<file path="src/rtl/fp_add_pipe.sv">
// Pipelined FP32 adder: result = ax + ay, three enabled cycles after the operands are registered.
// Optional macro FP_ADD_RNE_EN selects round-to-nearest-even; by default the result is truncated.
module fp_add_pipe (
  input  logic        clk,
  input  logic        clr,
  input  logic        ena,
  input  logic        in_valid,
  input  logic [31:0] ax,
  input  logic [31:0] ay,
  output logic [31:0] result,
  output logic        out_valid
);

  function automatic logic [4:0] lzc27(input logic [26:0] v);
    lzc27 = 5'd27;
    for (int i = 0; i < 27; i++)
      if (v[i]) lzc27 = 5'(26 - i);
  endfunction

  function automatic logic [23:0] round_rne(input logic [26:0] m);
    round_rne = {1'b0, m[25:3]} + {23'd0, m[2] & (m[1] | m[0] | m[3])};
  endfunction

  // Out-of-range exponents saturate to signed inf or flush to signed zero
  function automatic logic [31:0] sat_pack(input logic s, input logic signed [9:0] e,
                                           input logic [22:0] f);
    if (e >= 10'sd255)   sat_pack = {s, 8'hFF, 23'd0};
    else if (e <= 10'sd0) sat_pack = {s, 31'd0};
    else                  sat_pack = {s, e[7:0], f};
  endfunction

  logic [31:0] r_ax_p0, r_ay_p0;
  logic        r_vld_p0;

  // ---- p0: operand capture
  always_ff @(posedge clk) begin
    if (clr) begin
      r_ax_p0 <= '0; r_ay_p0 <= '0; r_vld_p0 <= 1'b0;
    end else if (ena) begin
      r_ax_p0 <= ax; r_ay_p0 <= ay; r_vld_p0 <= in_valid;
    end
  end

  logic [7:0]  w_ex, w_ey, w_ea, w_eb, w_diff;
  logic [22:0] w_fx, w_fy, w_fa, w_fb;
  logic        w_sx, w_sy, w_swap, w_sa, w_sb;
  logic        w_xnan, w_ynan, w_xinf, w_yinf, w_xzero, w_yzero, w_spec;
  logic [4:0]  w_sh;
  logic [49:0] w_bext;
  logic [26:0] w_ma, w_mb;
  logic [31:0] w_specv;

  assign w_sx    = r_ax_p0[31];
  assign w_sy    = r_ay_p0[31];
  assign w_ex    = r_ax_p0[30:23];
  assign w_ey    = r_ay_p0[30:23];
  assign w_fx    = (w_ex == 8'd0) ? 23'd0 : r_ax_p0[22:0];
  assign w_fy    = (w_ey == 8'd0) ? 23'd0 : r_ay_p0[22:0];
  assign w_xnan  = (w_ex == 8'hFF) && (w_fx != 23'd0);
  assign w_ynan  = (w_ey == 8'hFF) && (w_fy != 23'd0);
  assign w_xinf  = (w_ex == 8'hFF) && (w_fx == 23'd0);
  assign w_yinf  = (w_ey == 8'hFF) && (w_fy == 23'd0);
  assign w_xzero = (w_ex == 8'd0);
  assign w_yzero = (w_ey == 8'd0);
  assign w_spec  = w_xnan | w_ynan | w_xinf | w_yinf | (w_xzero & w_yzero);

  always_comb begin
    w_specv = {w_sx & w_sy, 31'd0};
    if (w_xnan || w_ynan || (w_xinf && w_yinf && (w_sx != w_sy))) w_specv = 32'h7FC00000;
    else if (w_xinf) w_specv = {w_sx, 8'hFF, 23'd0};
    else if (w_yinf) w_specv = {w_sy, 8'hFF, 23'd0};
  end

  assign w_swap = {w_ey, w_fy} > {w_ex, w_fx};
  assign w_sa   = w_swap ? w_sy : w_sx;
  assign w_sb   = w_swap ? w_sx : w_sy;
  assign w_ea   = w_swap ? w_ey : w_ex;
  assign w_eb   = w_swap ? w_ex : w_ey;
  assign w_fa   = w_swap ? w_fy : w_fx;
  assign w_fb   = w_swap ? w_fx : w_fy;
  assign w_diff = w_ea - w_eb;
  assign w_sh   = (w_diff > 8'd27) ? 5'd27 : w_diff[4:0];
  // B is widened so every bit shifted past the round position lands in the sticky OR
  assign w_bext = {(w_eb != 8'd0), w_fb, 26'd0} >> w_sh;
  assign w_ma   = {(w_ea != 8'd0), w_fa, 3'b000};
  assign w_mb   = {w_bext[49:24], |w_bext[23:0]};

  logic        r_sign_p1, r_sub_p1, r_spec_p1, r_vld_p1;
  logic [7:0]  r_exp_p1;
  logic [26:0] r_ma_p1, r_mb_p1;
  logic [31:0] r_specv_p1;

  // ---- p1: unpacked, swapped and aligned
  always_ff @(posedge clk) begin
    if (clr) begin
      r_sign_p1 <= 1'b0; r_sub_p1 <= 1'b0; r_spec_p1 <= 1'b0; r_vld_p1 <= 1'b0;
      r_exp_p1 <= '0; r_ma_p1 <= '0; r_mb_p1 <= '0; r_specv_p1 <= '0;
    end else if (ena) begin
      r_sign_p1 <= w_sa; r_sub_p1 <= w_sa ^ w_sb; r_spec_p1 <= w_spec; r_vld_p1 <= r_vld_p0;
      r_exp_p1 <= w_ea; r_ma_p1 <= w_ma; r_mb_p1 <= w_mb; r_specv_p1 <= w_specv;
    end
  end

  logic        r_sign_p2, r_spec_p2, r_vld_p2;
  logic [7:0]  r_exp_p2;
  logic [27:0] r_sum_p2;
  logic [31:0] r_specv_p2;

  // ---- p2: mantissa add/subtract
  always_ff @(posedge clk) begin
    if (clr) begin
      r_sign_p2 <= 1'b0; r_spec_p2 <= 1'b0; r_vld_p2 <= 1'b0;
      r_exp_p2 <= '0; r_sum_p2 <= '0; r_specv_p2 <= '0;
    end else if (ena) begin
      r_sign_p2 <= r_sign_p1; r_spec_p2 <= r_spec_p1; r_vld_p2 <= r_vld_p1;
      r_exp_p2 <= r_exp_p1; r_specv_p2 <= r_specv_p1;
      r_sum_p2 <= r_sub_p1 ? ({1'b0, r_ma_p1} - {1'b0, r_mb_p1})
                           : ({1'b0, r_ma_p1} + {1'b0, r_mb_p1});
    end
  end

  logic [4:0]         w_lz;
  logic [26:0]        w_norm;
  logic signed [9:0]  w_exp_n, w_exp_r;
  logic [22:0]        w_frac_r;
  logic [31:0]        w_packed;

  assign w_lz = lzc27(r_sum_p2[26:0]);

  always_comb begin
    if (r_sum_p2[27]) begin
      w_norm  = {r_sum_p2[27:2], r_sum_p2[1] | r_sum_p2[0]};
      w_exp_n = $signed({2'b00, r_exp_p2}) + 10'sd1;
    end else begin
      w_norm  = r_sum_p2[26:0] << w_lz;
      w_exp_n = $signed({2'b00, r_exp_p2}) - $signed({5'd0, w_lz});
    end
  end

`ifdef FP_ADD_RNE_EN
  logic [23:0] w_rnd;
  logic        w_unused;
  assign w_rnd    = round_rne(w_norm);
  // A carry out of the fraction means the mantissa rolled over to 1.0 of the next binade
  assign w_exp_r  = w_rnd[23] ? (w_exp_n + 10'sd1) : w_exp_n;
  assign w_frac_r = w_rnd[22:0];
  assign w_unused = w_norm[26];
`else
  logic w_unused;
  assign w_exp_r  = w_exp_n;
  assign w_frac_r = w_norm[25:3];
  assign w_unused = ^{w_norm[26], w_norm[2:0], round_rne(27'd0)};
`endif

  assign w_packed = (r_sum_p2 == 28'd0) ? 32'h00000000
                                        : sat_pack(r_sign_p2, w_exp_r, w_frac_r);

  logic [31:0] r_result_p3;
  logic        r_vld_p3;

  // ---- p3: normalized, rounded and packed result
  always_ff @(posedge clk) begin
    if (clr) begin
      r_result_p3 <= '0; r_vld_p3 <= 1'b0;
    end else if (ena) begin
      r_result_p3 <= r_spec_p2 ? r_specv_p2 : w_packed;
      r_vld_p3    <= r_vld_p2;
    end
  end

  assign result    = r_result_p3;
  assign out_valid = r_vld_p3;

endmodule

</file>
<file path="config.mk">
export PLATFORM = sky130hd
export DESIGN_NAME = fp_add_pipe
export DESIGN_NICKNAME = d
export VERILOG_FILES = /design/src/rtl/fp_add_pipe.sv
export SDC_FILE = /design/constraint.sdc
export NUM_CORES = 1
export LEC_CHECK = 0
export CORE_MARGIN = 2
export CORE_UTILIZATION = 55
export CTS_BUF_LIST = sky130_fd_sc_hd__clkbuf_16
export CTS_CLUSTER_SIZE = 20
export DETAILED_ROUTE_END_ITERATION = 8
export PLACE_DENSITY_LB_ADDON = 0.05
export SLEW_MARGIN = 10
export SYNTH_ARGS = -nofsm -noshare
export SYNTH_HDL_FRONTEND = slang
export SYNTH_SLANG_ARGS = --single-unit
</file>
<file path="constraint.sdc">
create_clock -name clk -period 11.2 [get_ports clk]
set_input_delay 2.24 -clock clk [delete_from_list [all_inputs] [get_ports clk]]
set_output_delay 2.24 -clock clk [all_outputs]
set_load 0.02 [all_outputs]
</file>
==> metrics.txt, run 1 <==
# TYPE chip_impl_metric gauge
chip_impl_metric{name="cellPowerDensity",unit="nW/µm²"} 154
chip_impl_metric{name="synth-seq-area-share",unit=""} 0.271
chip_impl_metric{name="die-height",unit="µm"} 170
chip_impl_metric{name="worst-slew-pin-transition",unit="ns"} 1.11
chip_impl_metric{name="slew_viol_final",unit=""} 0
chip_impl_metric{name="drc_errors",unit=""} 0
chip_impl_metric{name="clkTransAtPathRegs",unit="ns"} 0.06
chip_impl_metric{name="synth_nets",unit=""} 2173
chip_impl_metric{name="antenna_found_initial",unit=""} 0
chip_impl_metric{name="avgRoutedWirePerCell",unit="µm"} 20.5
chip_impl_metric{name="grt_util_met2",unit=""} 0.549
chip_impl_metric{name="first_global_vias",unit=""} 13900
chip_impl_metric{name="required",unit="ns"} 11.64
chip_impl_metric{name="synth-async-reset-ratio",unit=""} 0
chip_impl_metric{name="fmax",unit="GHz"} 0.122
chip_impl_metric{name="power_leakage",unit="nW"} 6.83
chip_impl_metric{name="port_buffers",unit=""} 100
chip_impl_metric{name="cap_viol_max_count",unit=""} 0
chip_impl_info{name="critPathMostFrequentCell",value="sky130_fd_sc_hd__a21oi_1"} 1
chip_impl_metric{name="totalWireLength",unit="µm"} 48700
chip_impl_metric{name="number_of_endpoints_with_negative_hold_slack_in_the_final_report",unit=""} 0
chip_impl_metric{name="min_period",unit="ns"} 8.21
chip_impl_metric{name="reg2regPathDepth",unit=""} 31
chip_impl_metric{name="postSynthRegisterBits",unit=""} 206
chip_impl_metric{name="finalWeightedCongestion",unit=""} 0.969
chip_impl_metric{name="post_cts_resize_count",unit=""} 0
chip_impl_metric{name="fillerInstances",unit=""} 2509
chip_impl_metric{name="grt_total_ovfl",unit=""} 0
chip_impl_metric{name="clkLatencyLatePin",unit="ns"} 0.51
chip_impl_metric{name="io_pins",unit=""} 101
chip_impl_metric{name="r2r_setup_slack",unit="ns"} 2.99
chip_impl_info{name="worstHoldStart",value="result[17]"} 1
chip_impl_metric{name="clock_skew",unit="ns"} 0.00878
chip_impl_metric{name="via_per_inst",unit=""} 6.39
chip_impl_metric{name="warning_count_from_the_yosys_run",unit=""} 0
chip_impl_metric{name="antenna_cells",unit=""} 0
chip_impl_info{name="synth_top_area_cell",value="sky130_fd_sc_hd__dfxtp_1"} 1
chip_impl_info{name="yosys_most_used_dff",value="sky130_fd_sc_hd__dfxtp_1"} 1
chip_impl_metric{name="total_clock_buffers_created_by_cts",unit=""} 24
chip_impl_info{name="critical_path_class",value="reg2reg"} 1
chip_impl_metric{name="post_synth_instance_area",unit="µm²"} 15200
chip_impl_metric{name="initialDrtViolationCount",unit=""} 1456
chip_impl_metric{name="cts_max_path_buffers",unit=""} 3
chip_impl_metric{name="slew_headroom",unit=""} 0.250
chip_impl_metric{name="critical_path.max_fanout",unit=""} 20
chip_impl_metric{name="rows",unit=""} 60
chip_impl_metric{name="floorplan.initialDensity",unit=""} 0.563
chip_impl_info{name="crit_path_top_delay_cell",value="sky130_fd_sc_hd__nand2_1"} 1
chip_impl_metric{name="gr-usage-all-layers",unit=""} 0.328
chip_impl_metric{name="worstHoldPathCells",unit=""} 2
chip_impl_info{name="startpoint_type",value="register"} 1
chip_impl_metric{name="yosys.cell_types.count",unit=""} 89
chip_impl_metric{name="detailedPlacementHpwl",unit="µm"} 36600
chip_impl_metric{name="synth.avg_cell_area",unit="µm²"} 7.55
chip_impl_info{name="setup.worst_path.end_class",value="register"} 1
chip_impl_metric{name="die_area",unit="µm²"} 29000
chip_impl_metric{name="nets",unit=""} 2171
chip_impl_info{name="run_status",value="finished, final reports clean"} 1
chip_impl_metric{name="arrival",unit="ns"} 8.65
chip_impl_info{name="hold_path_class",value="reg2reg"} 1
chip_impl_metric{name="grtUsageMet3",unit=""} 0.0379
chip_impl_metric{name="netlist.area_leader.share",unit=""} 0.271
chip_impl_metric{name="setup_viol_count_final",unit=""} 0
chip_impl_metric{name="clock_sinks",unit=""} 206
chip_impl_metric{name="flow.area_growth_from_synthesis",unit="%"} 11.4
chip_impl_metric{name="core_region_area",unit="µm²"} 27000
chip_impl_info{name="post_synth_main_area_contributors",value="sky130_fd_sc_hd__dfxtp_1, sky130_fd_sc_hd__mux2i_1, sky130_fd_sc_hd__nor2_1"} 1
chip_impl_metric{name="power",unit="mW"} 2.60
chip_impl_metric{name="route.antenna.remaining_nets",unit=""} 0
chip_impl_metric{name="finalCritPeriodShare",unit=""} 0.733
chip_impl_metric{name="route.vias.total",unit=""} 15100
chip_impl_info{name="timing.rr.start",value="r_sum_p2[1]"} 1
chip_impl_metric{name="number_of_cells_produced_by_synthesis",unit=""} 2014
chip_impl_metric{name="drive_above_1_share",unit=""} 0.0438
chip_impl_metric{name="globalRouteMet1Util",unit=""} 0.432
chip_impl_metric{name="detail_route.first_pass.iterations",unit=""} 5
chip_impl_info{name="cts_tree",value="yes"} 1
chip_impl_metric{name="vdd_drop_max",unit="mV"} 0.127
chip_impl_info{name="r2r_end",value="result[8]"} 1
chip_impl_metric{name="timing.setup.tns",unit="ns"} 0
chip_impl_info{name="grt_setup_unrepaired",value="no"} 1
chip_impl_metric{name="grt_first_pass_wirelength",unit="µm"} 75900
chip_impl_info{name="grt_peak_use_layer",value="met2"} 1
chip_impl_info{name="clock-root-buffer",value="sky130_fd_sc_hd__clkbuf_16"} 1
chip_impl_metric{name="grt_max_degree",unit=""} 106
chip_impl_info{name="holdPathEnd",value="result[17]"} 1
chip_impl_metric{name="worst_slack_at_placement",unit="ns"} 3.23
chip_impl_metric{name="cts_hold_buffers",unit=""} 0
chip_impl_metric{name="clock_tree.htree_level_count",unit=""} 1
chip_impl_metric{name="critPathMaxStageDelay",unit="ns"} 0.78
chip_impl_metric{name="synth_enable_flop_cells",unit=""} 0
chip_impl_metric{name="post_cts.repair.setup_buffers",unit=""} 0
chip_impl_metric{name="fin_ws",unit="ns"} 2.99
chip_impl_metric{name="die_w",unit="µm"} 170
## power breakdown
part           total, mW  switching (mW)  internal (mW)  leakage (nW)
Clock              0.763           0.314          0.449         0.386
Sequential         0.838          0.0581          0.780          1.69
Combinational       1.00           0.630          0.371          4.76
## layout by cell type (no fill, tap or decap), drive strengths merged, types with 7 or more instances in the layout
cell type / instances
a211oi: 62
a21o: 16
a21oi: 160
a221oi: 15
a22o: 11
a22oi: 29
a311oi: 8
a31oi: 18
a32oi: 7
and2: 34
and3: 9
buf: 15
clkbuf: 26
clkdlybuf4s50: 98
clkinv: 13
dfxtp: 206
ha: 89
inv: 89
mux2: 13
mux2i: 149
nand2: 145
nand2b: 18
nand3: 33
nand4: 20
nor2: 328
nor2b: 15
nor3: 62
nor4: 19
o211ai: 12
o21a: 9
o21ai: 109
o21bai: 10
o22ai: 15
o31ai: 12
or3: 14
xnor2: 28
## how the worst max path moves through the flow
stage | startpoint | end | slack (ns) | cells after the start
floorplan | r_sum_p2[1] | result[14] | 5.32 | 34
global placement | r_sum_p2[1] | result[8] | 3.29 | 31
detailed placement | r_sum_p2[1] | result[8] | 3.23 | 31
CTS | r_sum_p2[1] | result[8] | 3.15 | 31
global route | r_sum_p2[1] | result[8] | 2.22 | 31
finish | r_sum_p2[1] | result[8] | 2.99 | 31
## synthesized netlist by cell type (10+ instances only)
library cell               count
sky130_fd_sc_hd__a211oi_1     62
sky130_fd_sc_hd__a21o_1       16
sky130_fd_sc_hd__a21oi_1     160
sky130_fd_sc_hd__a221oi_1     14
sky130_fd_sc_hd__a22o_1       11
sky130_fd_sc_hd__a22oi_1      29
sky130_fd_sc_hd__a31oi_1      18
sky130_fd_sc_hd__and2_1       33
sky130_fd_sc_hd__buf_1        20
sky130_fd_sc_hd__buf_2        11
sky130_fd_sc_hd__clkbuf_1    105
sky130_fd_sc_hd__dfxtp_1     206
sky130_fd_sc_hd__ha_1         89
sky130_fd_sc_hd__inv_1        86
sky130_fd_sc_hd__mux2_2       12
sky130_fd_sc_hd__mux2i_1     149
sky130_fd_sc_hd__nand2_1     142
sky130_fd_sc_hd__nand2b_1     18
sky130_fd_sc_hd__nand3_1      33
sky130_fd_sc_hd__nand4_1      20
sky130_fd_sc_hd__nor2_1      326
sky130_fd_sc_hd__nor2b_1      15
sky130_fd_sc_hd__nor3_1       58
sky130_fd_sc_hd__nor4_1       18
sky130_fd_sc_hd__o211ai_1     12
sky130_fd_sc_hd__o21ai_0     104
sky130_fd_sc_hd__o21bai_1     10
sky130_fd_sc_hd__o22ai_1      14
sky130_fd_sc_hd__o31ai_1      11
sky130_fd_sc_hd__or3_1        14
sky130_fd_sc_hd__xnor2_1      28
## cells by family after synthesis
kind of cell / share of synthesized area
simple gates: 0.216
flops: 0.271
xor+xnor: 0.0196
compound gates: 0.248
fa+ha+maj: 0.0758
buf+inv: 0.0601
mux: 0.109
## worst max-delay path, delay by kind of cell, from the launching register on
kind,cells,cell delay (ns)
compound gates,15,2.42
flops,1,0.39
simple gates,12,4.04
fa+ha+maj,2,0.62
buf+inv,2,0.67
## flip-flops by register name, indices dropped and copies added (netlist names), 8 cells and up
signal and cells:
r_mb_p1 27, r_ma_p1 24, result 32, r_exp_p1 8
r_sum_p2 28, r_ax_p0 32, r_ay_p0 32, r_exp_p2 8
## metrics by stage
| stage | area [µm²] | utilization | hold slack (ns) | std cells |
|---|---|---|---|---|
| after floorplan | 15200 | - | 0.452 | 2014 |
| after global placement | 16200 | 0.598 | 0.441 | 2327 |
| after detailed placement | 16200 | 0.598 | 0.444 | 2327 |
| after CTS | 16900 | 0.627 | 0.457 | 2371 |
| after global routing | 16900 | 0.627 | 0.486 | 2371 |
| final | 16900 | 0.627 | 0.450 | 2371 |
## metal layers
metal	wire (µm)	vias to the layer above	part of all wire
met5	0	-	0
met4	2120	0	0.043
met3	3110	123	0.064
met2	22400	643	0.46
met1	21100	7086	0.43
li1	-	7287	-
## layout make-up
cell class,instances,area [µm²],share of cell area
inverters,88,330,0.0195
repair buffers,114,1110,0.0656
flip-flops and latches,206,4120,0.243
well taps,341,427,0.0252
clock inverters,19,144,0.00849
clock buffers,25,626,0.0369
multi-input cells,1578,10200,0.601
Note: power is estimated with default switching activity, not from simulation.
==> inputs of run 2 (changes only) <==
- clock period: 11.2 -> 8.1 ns (I/O delays scaled with it)
==> run 2 against run 1 <==
Setup slack worse by 1.9 ns. Cell count is 0.38% higher. Global-route usage is 0.36 points higher. Via count is 0.63% higher. Wire length is 0.85% higher. First-iteration DRC count is 21% higher. Cell area is 0.10% higher. Maximum frequency is 16% higher. Clock power is 30% higher. Clock skew is 0.0060 ns higher. Total power is 37% higher. Critical endpoint is now r_mb_p1[0]. Highest routed layer unchanged.
==> metrics.txt, run 2 (synthesis gave the netlist of run 1 again) <==
# TYPE chip_impl_metric gauge
chip_impl_info{name="run_status",value="finished, final reports clean"} 1
chip_impl_metric{name="critical_path_buf_inv_count",unit=""} 1
chip_impl_info{name="clock-root-buffer",value="sky130_fd_sc_hd__clkbuf_16"} 1
chip_impl_metric{name="grt_first_pass_wirelength",unit="µm"} 77100
chip_impl_info{name="worstHoldStart",value="result[17]"} 1
chip_impl_metric{name="finalCritPeriodShare",unit=""} 0.870
chip_impl_info{name="cp-startpoint",value="r_ay_p0[24]"} 1
chip_impl_metric{name="grt_max_degree",unit=""} 115
chip_impl_metric{name="clock_sinks",unit=""} 206
chip_impl_metric{name="vdd_drop_max",unit="mV"} 0.153
chip_impl_metric{name="post_cts.repair.setup_buffers",unit=""} 0
chip_impl_metric{name="cts_max_path_buffers",unit=""} 3
chip_impl_info{name="cpLargestDelayFamily",value="compound AO/OA/AOI/OAI gates"} 1
chip_impl_metric{name="final-seq-area",unit="µm²"} 4120
chip_impl_metric{name="route.vias.total",unit=""} 15200
chip_impl_metric{name="critical_path.max_fanout",unit=""} 25
chip_impl_info{name="startpoint_type",value="register"} 1
chip_impl_metric{name="die_w",unit="µm"} 170
chip_impl_metric{name="clock_tree.htree_level_count",unit=""} 1
chip_impl_metric{name="antenna_found_initial",unit=""} 0
chip_impl_metric{name="detail_route.first_pass.iterations",unit=""} 5
chip_impl_metric{name="rows",unit=""} 60
chip_impl_metric{name="setup_viol_count_final",unit=""} 0
chip_impl_metric{name="flow.area_growth_from_synthesis",unit="%"} 11.5
chip_impl_metric{name="detailedPlacementHpwl",unit="µm"} 37200
chip_impl_metric{name="nets",unit=""} 2181
chip_impl_metric{name="worstHoldPathCells",unit=""} 2
chip_impl_metric{name="fmax",unit="GHz"} 0.142
chip_impl_metric{name="gr-usage-all-layers",unit=""} 0.332
chip_impl_metric{name="initialDrtViolationCount",unit=""} 1761
chip_impl_metric{name="first_global_vias",unit=""} 14000
chip_impl_metric{name="reg2regPathDepth",unit=""} 26
chip_impl_metric{name="power_leakage",unit="nW"} 6.88
chip_impl_metric{name="worst-slew-pin-transition",unit="ns"} 1.12
chip_impl_metric{name="io_pins",unit=""} 101
chip_impl_metric{name="antenna_cells",unit=""} 0
chip_impl_metric{name="critPathMaxStageDelay",unit="ns"} 0.62
chip_impl_metric{name="arrival",unit="ns"} 7.49
chip_impl_metric{name="cap_viol_max_count",unit=""} 0
chip_impl_metric{name="fillerInstances",unit=""} 2475
chip_impl_metric{name="port_buffers",unit=""} 100
chip_impl_metric{name="required",unit="ns"} 8.54
chip_impl_info{name="cts_tree",value="yes"} 1
chip_impl_metric{name="multi_input_area",unit="µm²"} 10200
chip_impl_metric{name="route.antenna.remaining_nets",unit=""} 0
chip_impl_info{name="hold_path_class",value="reg2reg"} 1
chip_impl_metric{name="via_per_inst",unit=""} 6.40
chip_impl_metric{name="clkTransAtPathRegs",unit="ns"} 0.06
chip_impl_metric{name="core_region_area",unit="µm²"} 27000
chip_impl_metric{name="avgRoutedWirePerCell",unit="µm"} 20.6
chip_impl_metric{name="clock_skew",unit="ns"} 0.0148
chip_impl_info{name="timing.rr.start",value="r_ay_p0[24]"} 1
chip_impl_metric{name="slew_headroom",unit=""} 0.254
chip_impl_info{name="setup.worst_path.end_class",value="register"} 1
chip_impl_metric{name="drc_errors",unit=""} 0
chip_impl_metric{name="detailed_place.area",unit="µm²"} 16200
chip_impl_metric{name="die-height",unit="µm"} 170
chip_impl_metric{name="min_period",unit="ns"} 7.05
chip_impl_metric{name="clkLatencyLatePin",unit="ns"} 0.53
chip_impl_metric{name="finalWeightedCongestion",unit=""} 0.980
chip_impl_metric{name="grt_total_ovfl",unit=""} 0
chip_impl_metric{name="totalWireLength",unit="µm"} 49100
chip_impl_metric{name="total_clock_buffers_created_by_cts",unit=""} 24
chip_impl_info{name="mostFrequentLayoutCells",value="sky130_fd_sc_hd__nor2_1, sky130_fd_sc_hd__dfxtp_1, sky130_fd_sc_hd__a21oi_1, sky130_fd_sc_hd__mux2i_1, sky130_fd_sc_hd__nand2_1"} 1
chip_impl_info{name="critical_path_class",value="reg2reg"} 1
chip_impl_metric{name="floorplan.initialDensity",unit=""} 0.563
chip_impl_info{name="final_common_cell",value="sky130_fd_sc_hd__nor2_1"} 1
chip_impl_metric{name="post_cts_resize_count",unit=""} 0
chip_impl_info{name="holdPathEnd",value="result[17]"} 1
chip_impl_metric{name="number_of_endpoints_with_negative_hold_slack_in_the_final_report",unit=""} 0
chip_impl_metric{name="timing.setup.tns",unit="ns"} 0
chip_impl_info{name="crit_path_top_delay_cell",value="sky130_fd_sc_hd__a222oi_1"} 1
chip_impl_metric{name="drive_above_1_share",unit=""} 0.0476
chip_impl_metric{name="die_area",unit="µm²"} 29000
chip_impl_info{name="r2r_end",value="r_mb_p1[0]"} 1
chip_impl_metric{name="cts_hold_buffers",unit=""} 0
chip_impl_metric{name="cellPowerDensity",unit="nW/µm²"} 210
chip_impl_metric{name="slew_viol_final",unit=""} 0
chip_impl_metric{name="final_design_area_no_fill",unit="µm²"} 17000
chip_impl_metric{name="r2r_setup_slack",unit="ns"} 1.05
chip_impl_info{name="grt_setup_unrepaired",value="no"} 1
## run 2: changes by cell type in the layout (fill, tap and decap cells not counted)
cell | previous run | this run
sky130_fd_sc_hd__inv_1 | 89 | 93
sky130_fd_sc_hd__clkinvlp_4 | 3 | 1
sky130_fd_sc_hd__bufinv_16 | 2 | 0
sky130_fd_sc_hd__clkinv_1 | 6 | 3
sky130_fd_sc_hd__clkinv_2 | 7 | 8
sky130_fd_sc_hd__buf_4 | 14 | 24
sky130_fd_sc_hd__inv_6 | 0 | 1
## run 2: worst register-to-register path, delay by kind of cell (launching register included)
kind	cells	cell delay, ns
muxes	3	0.80
buffers and inverters	1	0.22
and+or+nand+nor	11	2.16
AOI/OAI and AO/OA	9	2.91
adders and majority gates	2	0.48
DFF	1	0.40
## run 2: report_power, final
group	switching [mW]	internal, mW
Sequential	0.0790	1.08
Clock	0.435	0.556
Combinational	0.883	0.524
Total	1.40	2.16
## run 2: per-stage QoR
step | setup WS, ns | instances | hold slack [ns] | util | total power [mW]
2_1_floorplan | 2.22 | 2014 | 0.452 | - | 2.16
3_3_place_gp | 1.28 | 2337 | 0.443 | 0.601 | 2.54
3_5_place_dp | 1.30 | 2337 | 0.449 | 0.601 | 2.55
4_1_cts | 1.23 | 2380 | 0.462 | 0.628 | 3.53
5_1_grt | 0.482 | 2380 | 0.493 | 0.628 | 3.73
6_report | 1.05 | 2380 | 0.454 | 0.628 | 3.56
## run 2: per-layer routing
| layer | GRT usage | share of wire |
|---|---|---|
| met1 | 0.442 | 0.44 |
| met2 | 0.552 | 0.46 |
| met3 | 0.0340 | 0.059 |
| met4 | 0.131 | 0.043 |
| met5 | 0 | 0 |
## run 2: worst max path at each step
stage	end	slack [ns]	depth (start not counted)
final	r_mb_p1[0]	1.05	26
after global routing	r_mb_p1[0]	0.48	26
after CTS	r_mb_p1[0]	1.23	26
after detailed placement	r_mb_p1[0]	1.30	26
after global placement	r_mb_p1[0]	1.28	27
after floorplan	result[14]	2.22	34
## run 2: cell type report
class | count | area share
Sequential cell | 206 | 0.243
Clock buffer | 25 | 0.0369
Clock inverter | 18 | 0.00509
Multi-Input combinational cell | 1578 | 0.600
Timing Repair Buffer | 124 | 0.0699
Tap cell | 341 | 0.0252
Inverter | 88 | 0.0195
